## src/rtl/fpu_issue_ctrl.sv

```systemverilog
// Issue controller for the shared 16-bit FPU: latches one request, holds operands
// for LATENCY cycles, then emits a single-cycle writeback and counts completed ops.
module fpu_issue_ctrl #(
   parameter int unsigned LATENCY = 2,
   parameter int unsigned CNT_W   = 16
) (
   input  logic             clk,
   input  logic             reset,
   input  logic             req_valid,
   input  logic [1:0]       req_op,
   input  logic [15:0]      req_a,
   input  logic [15:0]      req_b,
   input  logic [3:0]       req_dest,
   output logic             req_ready,
   input  logic             flush,
   output logic [15:0]      fpu_opA,
   output logic [15:0]      fpu_opB,
   output logic [1:0]       fpu_op,
   input  logic [15:0]      fpu_result,
   input  logic [3:0]       fpu_flags,
   output logic             wb_valid,
   output logic [15:0]      wb_data,
   output logic [3:0]       wb_addr,
   output logic [3:0]       wb_flags,
   output logic             stall,
   output logic             busy,
   output logic [CNT_W-1:0] ops_done
);

   typedef enum logic [1:0] {IDLE, EXEC, WB} state_t;

   localparam logic [3:0] CNT_INIT = 4'(LATENCY - 1);

   state_t     state;
   logic [3:0] cnt;
   logic [3:0] dest_q;
   logic       accept;

   assign req_ready = (state == IDLE || state == WB) && !flush && !reset;
   assign accept    = req_valid && req_ready;
   // The accepting cycle also stalls so fetch does not re-issue the instruction.
   assign stall     = (state == EXEC) || accept;

   always_ff @(posedge clk) begin
      if (reset) begin
         state    <= IDLE;
         cnt      <= '0;
         dest_q   <= '0;
         fpu_opA  <= '0;
         fpu_opB  <= '0;
         fpu_op   <= '0;
         wb_data  <= '0;
         wb_addr  <= '0;
         wb_flags <= '0;
         wb_valid <= 1'b0;
         busy     <= 1'b0;
         ops_done <= '0;
      end else begin
         wb_valid <= 1'b0;
         case (state)
            IDLE, WB: begin
               if (state == WB)
                  ops_done <= ops_done + 1'b1;
               if (accept) begin
                  fpu_opA <= req_a;
                  fpu_opB <= req_b;
                  fpu_op  <= req_op;
                  dest_q  <= req_dest;
                  cnt     <= CNT_INIT;
                  state   <= EXEC;
                  busy    <= 1'b1;
               end else begin
                  state <= IDLE;
                  busy  <= 1'b0;
               end
            end
            EXEC: begin
               if (flush) begin
                  state <= IDLE;
                  busy  <= 1'b0;
               end else if (cnt == '0) begin
                  wb_data  <= fpu_result;
                  wb_flags <= fpu_flags;
                  wb_addr  <= dest_q;
                  wb_valid <= 1'b1;
                  busy     <= 1'b0;
                  state    <= WB;
               end else begin
                  cnt <= cnt - 1'b1;
               end
            end
            default: begin
               state <= IDLE;
               busy  <= 1'b0;
            end
         endcase
      end
   end

endmodule

```

## config.mk

```make
export PLATFORM = sky130hd
export DESIGN_NAME = fpu_issue_ctrl
export DESIGN_NICKNAME = d
export VERILOG_FILES = /design/src/rtl/fpu_issue_ctrl.sv
export SDC_FILE = /design/constraint.sdc
export NUM_CORES = 1
export LEC_CHECK = 0
export ABC_AREA = 1
export BUFFER_PORTS_ARGS = -buffer_cell sky130_fd_sc_hd__buf_2
export CAP_MARGIN = 20
export CELL_PAD_IN_SITES_DETAIL_PLACEMENT = 1
export CELL_PAD_IN_SITES_GLOBAL_PLACEMENT = 2
export CORE_MARGIN = 2
export CORE_UTILIZATION = 25
export CTS_CLUSTER_DIAMETER = 80
export DETAILED_ROUTE_END_ITERATION = 16
export GPL_ROUTABILITY_DRIVEN = 0
export PLACE_DENSITY = 0.77
export RECOVER_POWER = 100
export SETUP_SLACK_MARGIN = 0.4
export SLEW_MARGIN = 20
export SYNTH_ARGS = -nofsm -noshare
export SYNTH_HDL_FRONTEND = slang
export SYNTH_SLANG_ARGS = --single-unit
```

## constraint.sdc

```tcl
create_clock -name clk -period 1.6 [get_ports clk]
set_input_delay 0.16 -clock clk [delete_from_list [all_inputs] [get_ports clk]]
set_output_delay 0.16 -clock clk [all_outputs]
set_load 0.02 [all_outputs]
```

==> flow_summary.yaml, run 1 <==
worst_setup_path:
  cpPeakStageDelay_ns: 0.42
  worstSetupEndpointType: "flip-flop"
  crit_chain: "ha_4, inv_2, nor2_1, nand2_1, nor2_1, nand2_1, o21ai_1, a21oi_1"
  worst_ep_required_time_ns: 1.84
  arrival_ns: 1.66
  crit_type: "reg2reg"
  startpoint_type: "flip-flop"
  cpMaxStageDelayCell: "dfxtp_1"
  critical_path.max_fanout: 3
detailed_routing:
  drt_iter0_markers: 71
  drtPass1Iterations: 4
  via_count: 3363
  drc: 0
  wl_per_cell_um: 13.95
  via_per_inst: 4.425
  final_antenna_net_count: 0
  routed_wl_um: 10600
synth:
  syn_inst: 421
  synth_fp_nets: 485
  ys_seq_area_frac: 0.5333
  synthAdderAreaFrac: 0.007843
  ys_ff_latch: 85
  synth_mux_area_frac: 0
  synth_xor_area_frac: 0.002745
  synth_top_family_by_area: "simple AND/OR/NAND/NOR gates"
  synth_area_um2: 3191
  yosys_warnings: 0
  synth_compound_area_frac: 0.1404
  yosys.area_share.simple: 0.2545
  synth_area_per_cell_um2: 7.579
  post_synth_num_cell_types: 26
sta:
  max_freq_mhz: 703.7
  fin_setup_tns_ns: 0
  fin_crit_ns: 1.421
  tightest_slew_ns: 0.5780
  finalCritPeriodShare: 0.8882
  finalMaxSlewViolations: 0
  slew_headroom: 0.6147
  hold_viol: 0
  rsz0062_at_grt: "true"
  setup_viol: 0
  clock_skew_ns: 0.007564
pwr:
  leakage_uw: 0.001919
  powerDensity_nw_per_um2: 1000
  ir_drop_mv: 0.4268
clock_tree:
  worstSkewPairLatency_ns: 0.34
  ctsHoldBuffers: 0
  cts_buffers: 9
  clockBufferDepth: 2
  clk_pin_slew_ns: 0.07
  cts.sinks: 85
  cts_tree: "built"
  htreeDepth: 3
  root_buffer: "clkbuf_16"
placed_design:
  dpl.hpwl_um: 6762
  portBuffers: 139
  place_area_um2: 4138
die:
  dieArea_um2: 13680
  die_w_um: 117.0
  initial_core_util: 0.2549
  die_h_um: 117.0
  core-area_um2: 12520
  num_rows: 41
  io_pins: 140
global_routing:
  gr-total-overflow: 0
  grt_start_max_net_pins: 47
  grt_pass1_wl_um: 16410
  grtUsageTotal: 0.1563
  grt_pass1_vias: 3407
  antenna_found_initial: 0
outcome:
  outcome: "finished, final reports clean"
hold_path:
  hp-class: "in2reg"
layout:
  fin_nets: 647
  final_area_um2: 4943
  drive_gt1_frac: 0.2959
  final_cell_mix: "nand2_1 (101), clkbuf_1 (76), dfxtp_1 (73)"
  area_growth_syn_to_layout_pct: 54.94
  final_common_cell: "nand2_1"
  n_antenna_cell: 0
run:
  max_cap_violations: 0
==> state kept, by name, summed over array words and instances (netlist names) <==
signal    flops
ops_done     16
fpu_opB      16
fpu_opA      16
fpu_op        2
dest_q        4
wb_data      16
wb_valid      1
cnt           4
wb_flags      4
wb_addr       4
state         2
==> cells by family after synthesis <==
kind of cell             Yosys count
buffers and inverters             45
adder cells (fa/ha/maj)            2
XOR/XNOR                           1
AND/OR/NAND/NOR                  201
flip-flops                        85
AO/OA/AOI/OAI                     87
==> repair_timing <==
action / CTS / global route
setup buffers: 12 / 7
endpoints found under the setup margin: 82 / 80
cloned: 5 / 1
pin swaps: 13 / 17
endpoints found under the hold margin: 0 / 0
gates resized for setup: 68 / 36
==> worst paths after layout <==
kind / to / start / cells after the start / slack, ns
hold / removal: wb_data[13]$_SDFFE_PP0P_ / fpu_result[13] / 3 / 0.05
setup reg to reg: ops_done[12]$_SDFFE_PP0P_ / ops_done[1]$_SDFFE_PP0P_ / 8 / 0.18
setup / recovery: ops_done[12]$_SDFFE_PP0P_ / ops_done[1]$_SDFFE_PP0P_ / 8 / 0.18
hold reg to reg: fpu_opA[1]$_SDFFE_PP0P_ / fpu_opA[1]$_SDFFE_PP0P_ / 2 / 0.46
==> final cells by class <==
| cell class | count | area (um^2) |
|---|---|---|
| clock inverter | 7 | 96.34 |
| sequential | 85 | 1722 |
| timing repair buffer | 171 | 1036 |
| inverter | 25 | 120.1 |
| clock buffer | 9 | 225.2 |
| tap | 172 | 215.2 |
| fill | 1581 | 7574 |
| multi-input combinational | 291 | 1529 |
==> synth_stat cells, drive strengths merged <==
cell type  number  area (um^2)
o21a            2        15.01
and2            1        6.260
buf             9        60.06
xnor2           1        8.760
dfxtp          85         1702
o21bai          2        15.01
a31oi           1        6.260
nor3            7        35.03
nand3           6        35.03
clkbuf         11        41.29
o21ai          32        160.2
ha              2        25.02
a21oi          49        245.2
o22ai           1        6.260
nand2         107        406.6
nor2           76        297.8
inv            25        93.84
nand4           4        31.28
==> worst max-delay path, delay by kind of cell (launching register included) <==
kind            cells  cell delay, ns
compound gates      2            0.20
buf+inv             1            0.04
simple gates        4            0.50
flops               1            0.42
fa+ha+maj           1            0.17
==> metal layers <==
metal,global-route usage,wire (um),up-vias
li1,-,-,1679
met1,0.1833,4486,1573
met2,0.2624,5188,100
met3,0.05304,756,11
met4,0.06353,170,0
met5,0,0,-
==> power by group <==
| group | total (uW) | internal [uW] | switching (uW) |
|---|---|---|---|
| clock | 2280 | 1380 | 900 |
| sequential | 2200 | 2170 | 29.5 |
| combinational | 472 | 195 | 277 |
| total | 4950 | 3740 | 1210 |
==> per-stage QoR <==
step                      total power [uW]  hold slack, ns  utilization  worst slack, ns  instances
after global placement                2622          0.3982       0.3306           0.2560        719
after global routing                  5173         0.04937       0.3949          0.09074        760
after CTS                             5025         0.03709       0.3920           0.2978        752
after floorplan                       2454          0.3036            -           0.3757        421
final                                 4945         0.05479       0.3949           0.1789        760
after detailed placement              2632          0.4059       0.3306           0.1783        719
Power figures use the tool's default switching activity.
==> inputs of run 2 (changes only) <==
REMOVE_ABC_BUFFERS = 1   (was not set)
==> run 2 against run 1 <==
Against the previous run:
- setup slack lost 0.0011 ns
- core utilization shrank 0.80 points
- clock power shrank 8%
- global-route usage shrank 0.18 points
- sequential share of layout area grew 0.72 points
- non-clock buffer count shrank 2
- via count shrank 1.8%
- critical path depth is the same
- final cell count shrank 0.26%
- sequential power is essentially flat
- maximum frequency is essentially flat
- largest cell class unchanged
- critical endpoint is now wb_addr[3]$_SDFFE_PP0P_
- critical path type unchanged
==> flow_summary.yaml, run 2 (synthesis results as in run 1) <==
pwr:
  powerDensity_nw_per_um2: 980.4
  comb_power_share: 0.097
  intPower_uw: 3591
  seq_power_share: 0.463
  swShare: 0.2438
  p_sw_uw: 1158
  p_total_uw: 4749
  ir_drop_mv: 0.4681
  leakage_uw: 0.001876
  p_clk_frac: 0.440
die:
  num_rows: 41
  die_h_um: 117.0
  die_w_um: 117.0
  core-area_um2: 12520
  initial_core_util: 0.2549
  dieArea_um2: 13680
  io_pins: 140
layout:
  area_growth_syn_to_layout_pct: 51.80
  final_common_cell: "nand2_1"
  final_area_um2: 4843
  final_cell_mix: "nand2_1 (102), clkbuf_1 (80), dfxtp_1 (75)"
  drive_gt1_frac: 0.2765
  fin_nets: 647
  n_antenna_cell: 0
worst_setup_path:
  worst_ep_required_time_ns: 1.87
  arrival_ns: 1.69
  crit_type: "reg2reg"
  startpoint_type: "flip-flop"
  worstSetupEndpointType: "flip-flop"
  crit_chain: "nand2_2, nor2_4, clkbuf_1, nand2_8, buf_12, inv_16, o21ai_1, a21oi_1"
  cpPeakStageDelay_ns: 0.38
  cpMaxStageDelayCell: "dfxtp_4"
  critical_path.max_fanout: 7
placed_design:
  place_ws_ns: 0.01270
  dpl.hpwl_um: 6892
  place_area_um2: 4093
  portBuffers: 139
sta:
  finalCritPeriodShare: 0.8888
  tightest_slew_ns: 0.5552
  fin_setup_tns_ns: 0
  finalMaxSlewViolations: 0
  rsz0062_at_grt: "true"
  max_freq_mhz: 703.2
  fin_crit_ns: 1.422
  layout_setup_ws_ns: 0.1779
  hold_viol: 0
  setup_viol: 0
  clock_skew_ns: 0.006032
  slew_headroom: 0.6298
detailed_routing:
  wl_per_cell_um: 13.85
  routed_wl_um: 10500
  drtPass1Iterations: 4
  drc: 0
  via_count: 3304
  final_antenna_net_count: 0
  via_per_inst: 4.359
  drt_iter0_markers: 147
clock_tree:
  cts_buffers: 9
  ctsHoldBuffers: 0
  cts.sinks: 85
  worstSkewPairLatency_ns: 0.34
  htreeDepth: 3
  cts_tree: "built"
  root_buffer: "clkbuf_16"
  clk_pin_slew_ns: 0.06
  clockBufferDepth: 2
global_routing:
  grtUsageTotal: 0.1545
  antenna_found_initial: 0
  gr-total-overflow: 0
  grt_pass1_vias: 3363
  grt_start_max_net_pins: 47
  grt_pass1_wl_um: 16170
hold_path:
  hp-class: "in2reg"
outcome:
  outcome: "finished, final reports clean"
run:
  max_cap_violations: 0
-- run 2: cell count changes in the layout (fill, tap and decap cells not counted), sizes merged --
cell,previous run,this run
bufinv,2,1
clkbuf,86,94
inv,28,27
clkinvlp,1,2
bufbuf,0,2
buf,94,83
-- run 2: layout make-up --
cell class / count / area, um^2
clock buffers: 10 / 239.0
clock inverters: 4 / 50.05
inverters: 25 / 120.1
repair buffers: 169 / 963.4
well taps: 172 / 215.2
multi-input cells: 291 / 1514
fillers: 1604 / 7674
flip-flops and latches: 85 / 1722
repair inverters: 2 / 20.02
-- run 2: timing repair --
item                       CTS  global route
pin swaps                    7            10
setup buffers               10             8
cloned                       3             2
resized for setup           61            68
setup endpoints to repair   75            84
-- run 2: stage by stage --
stage               instances  hold slack [ns]    util
finish                    758          0.05036  0.3869
global route              758          0.04809  0.3869
CTS                       748          0.04276  0.3785
detailed placement        721           0.4153  0.3270
global placement          721           0.4094  0.3270
floorplan                 401           0.2291       -
-- run 2: metal layers --
| metal | vias to the layer above | wire length, um | GRT usage |
|---|---|---|---|
| li1 | 1674 | - | - |
| met5 | - | 0 | 0 |
| met2 | 101 | 4999 | 0.2528 |
| met1 | 1521 | 4448 | 0.1789 |
| met4 | 0 | 169 | 0.06588 |
| met3 | 8 | 879 | 0.06334 |
-- run 2: final timing paths --
check | from | to | slack [ns] | cells past startpoint
worst min-delay path | fpu_result[7] | wb_data[7]$_SDFFE_PP0P_ | 0.05 | 3
worst max-delay path | state[0]$_SDFFE_PP0P_ | wb_addr[3]$_SDFFE_PP0P_ | 0.18 | 8
worst max register to register | state[0]$_SDFFE_PP0P_ | wb_addr[3]$_SDFFE_PP0P_ | 0.18 | 8
worst min register to register | fpu_opB[6]$_SDFFE_PP0P_ | fpu_opB[6]$_SDFFE_PP0P_ | 0.46 | 2
-- run 2: power by group through the flow --
stage / Clock [uW] / Combinational, uW / Sequential (uW)
after detailed placement: 0 / 387 / 2240
after global routing: 2260 / 512 / 2200
after CTS: 2160 / 451 / 2200
after floorplan: 0 / 127 / 2300
final: 2090 / 460 / 2200
after global placement: 0 / 378 / 2240
-- run 2: worst max-delay path: cells and delay by family (launching register included) --
kind | cells | cell delay, ns
flip-flops | 1 | 0.38
AO/OA/AOI/OAI | 2 | 0.20
buffers and inverters | 3 | 0.44
AND/OR/NAND/NOR | 3 | 0.33
==> inputs of run 3 (changes only) <==
BUFFER_PORTS_ARGS = -buffer_cell sky130_fd_sc_hd__clkbuf_2   (was -buffer_cell sky130_fd_sc_hd__buf_2)
==> run 3 against run 2 <==
Against the previous run:
- maximum frequency down 0.60%
- final cell count up 1.8%
- clock power down 5%
- routed wire length up 14%
- worst hold slack worse by 0.0016 ns
- via count up 4.2%
- register-to-register slack about the same
- global-route usage up 0.64 points
- setup slack worse by 0.0086 ns
- final area up 13%
- core utilization up 4.9 points
- critical endpoint is now fpu_opB[7]$_SDFFE_PP0P_
==> flow_summary.yaml, run 3 (synthesis results as in run 1) <==
sta:
  max_freq_mhz: 698.9
  tightest_slew_ns: 0.6781
  layout_setup_ws_ns: 0.1693
  rsz0062_at_grt: "true"
  fin_crit_ns: 1.431
  finalCritPeriodShare: 0.8942
  clock_skew_ns: 0.006607
  hold_viol: 0
  slew_headroom: 0.5479
  setup_viol: 0
  finalMaxSlewViolations: 0
pwr:
  swShare: 0.2603
  powerDensity_nw_per_um2: 876.0
  comb_power_share: 0.119
  p_total_uw: 4778
  p_clk_frac: 0.417
  p_sw_uw: 1244
  intPower_uw: 3534
  seq_power_share: 0.463
  ir_drop_mv: 0.5037
  leakage_uw: 0.002164
hold_path:
  hp-class: "in2reg"
  min_to: "fpu_opA[6]$_SDFFE_PP0P_"
  hp-start: "req_a[6]"
  hold_depth: 3
worst_setup_path:
  r2r_cells: 7
  crit_chain: "inv_4, nand4_4, buf_8, buf_6, buf_2, nand2_4, a21oi_2"
  cpPeakStageDelay_ns: 0.40
  arrival_ns: 1.70
  rrSetupSlack_ns: 0.17
  cp-startpoint: "state[0]$_SDFFE_PP0P_"
  worstSetupEndpointType: "flip-flop"
  crit_type: "reg2reg"
  startpoint_type: "flip-flop"
  critPathBufInv: 4
  crit_family: "buffers and inverters"
  worst_ep_required_time_ns: 1.87
  r2r_end: "fpu_opB[7]$_SDFFE_PP0P_"
  rr_startpoint: "state[0]$_SDFFE_PP0P_"
  cpMaxStageDelayCell: "dfxtp_4"
  critical_path.max_fanout: 8
detailed_routing:
  final_antenna_net_count: 0
  via_count: 3444
  drc: 0
  drt_iter0_markers: 70
  drtPass1Iterations: 4
  routed_wl_um: 11950
  wl_per_cell_um: 15.48
  via_per_inst: 4.461
global_routing:
  grt_pass1_vias: 3367
  gr-total-overflow: 0
  antenna_found_initial: 0
  grt_start_max_net_pins: 47
  grtUsageTotal: 0.1608
  grt_pass1_wl_um: 16790
die:
  io_pins: 140
  initial_core_util: 0.2549
  die_h_um: 117.0
  num_rows: 41
  dieArea_um2: 13680
  core-area_um2: 12520
  die_w_um: 117.0
clock_tree:
  clk_pin_slew_ns: 0.06
  clockBufferDepth: 2
  htreeDepth: 3
  root_buffer: "clkbuf_16"
  cts.sinks: 85
  cts_buffers: 9
  ctsHoldBuffers: 0
  cts_tree: "built"
  worstSkewPairLatency_ns: 0.34
placed_design:
  dpl.hpwl_um: 6811
  portBuffers: 139
  dp.cells: 720
  place_ws_ns: -0.04255
run:
  max_cap_violations: 0
layout:
  final_cell_mix: "clkbuf_1 (77), dfxtp_1 (74), clkbuf_2 (65)"
  fin_nets: 659
  finalCoreUtilization: 0.4357
  final_common_cell: "clkbuf_1"
  drive_gt1_frac: 0.3983
  layout.cells.non_filler: 772
  area_growth_syn_to_layout_pct: 70.94
  n_antenna_cell: 0
outcome:
  outcome: "finished, final reports clean"
[run 3: timing repair]
action,4_1_cts,5_1_grt
gates cloned,6,8
resized for setup,113,152
buffers inserted,15,7
pin swaps,10,46
setup endpoints to repair,83,79
[run 3: power groups by stage]
stage	clock network, uW	logic, uW	registers [uW]
final	1990	570	2210
after global routing	2150	618	2220
after CTS	2050	473	2200
after detailed placement	0	380	2250
after global placement	0	374	2240
after floorplan	0	127	2300
[run 3: final cells by class]
class	instances	area, um^2
Clock inverter	5	25.02
Inverter	25	125.1
Timing Repair Buffer	180	1140
Sequential cell	85	1723
Timing Repair inverter	3	56.30
Fill cell	1560	7063
Clock buffer	11	252.7
Multi-Input combinational cell	291	1917
Tap cell	172	215.2
[run 3: through the flow]
| step | instance area, um^2 | setup TNS [ns] | hold WS (ns) |
|---|---|---|---|
| 6_report | 5454 | 0 | 0.04880 |
| 5_1_grt | 5454 | 0 | 0.04992 |
| 4_1_cts | 4940 | 0 | 0.03528 |
| 3_5_place_dp | 4073 | -0.04255 | 0.4007 |
| 3_3_place_gp | 4073 | 0 | 0.3919 |
| 2_1_floorplan | 3089 | -24.89 | 0.2291 |
[run 3: routing by layer]
layer | wire length (um) | global-route usage | vias to the layer above
li1 | - | - | 1708
met1 | 4850 | 0.1845 | 1612
met2 | 5942 | 0.2647 | 108
met3 | 892 | 0.06591 | 16
met4 | 263 | 0.06980 | 0
met5 | 0 | 0 | -
[run 3: tightest hold or removal path: cells and delay by family]
family          cells  cell delay [ns]
buf+inv             1             0.08
simple gates        1             0.05
compound gates      1             0.05
[run 3: how the worst max path moves through the flow]
stage,endpoint,depth (start not counted)
finish,fpu_opB[7]$_SDFFE_PP0P_,7
CTS,wb_data[14]$_SDFFE_PP0P_,9
global placement,wb_addr[3]$_SDFFE_PP0P_,8
global route,fpu_opB[14]$_SDFFE_PP0P_,7
floorplan,dest_q[0]$_SDFFE_PP0P_,5
detailed placement,wb_addr[3]$_SDFFE_PP0P_,8
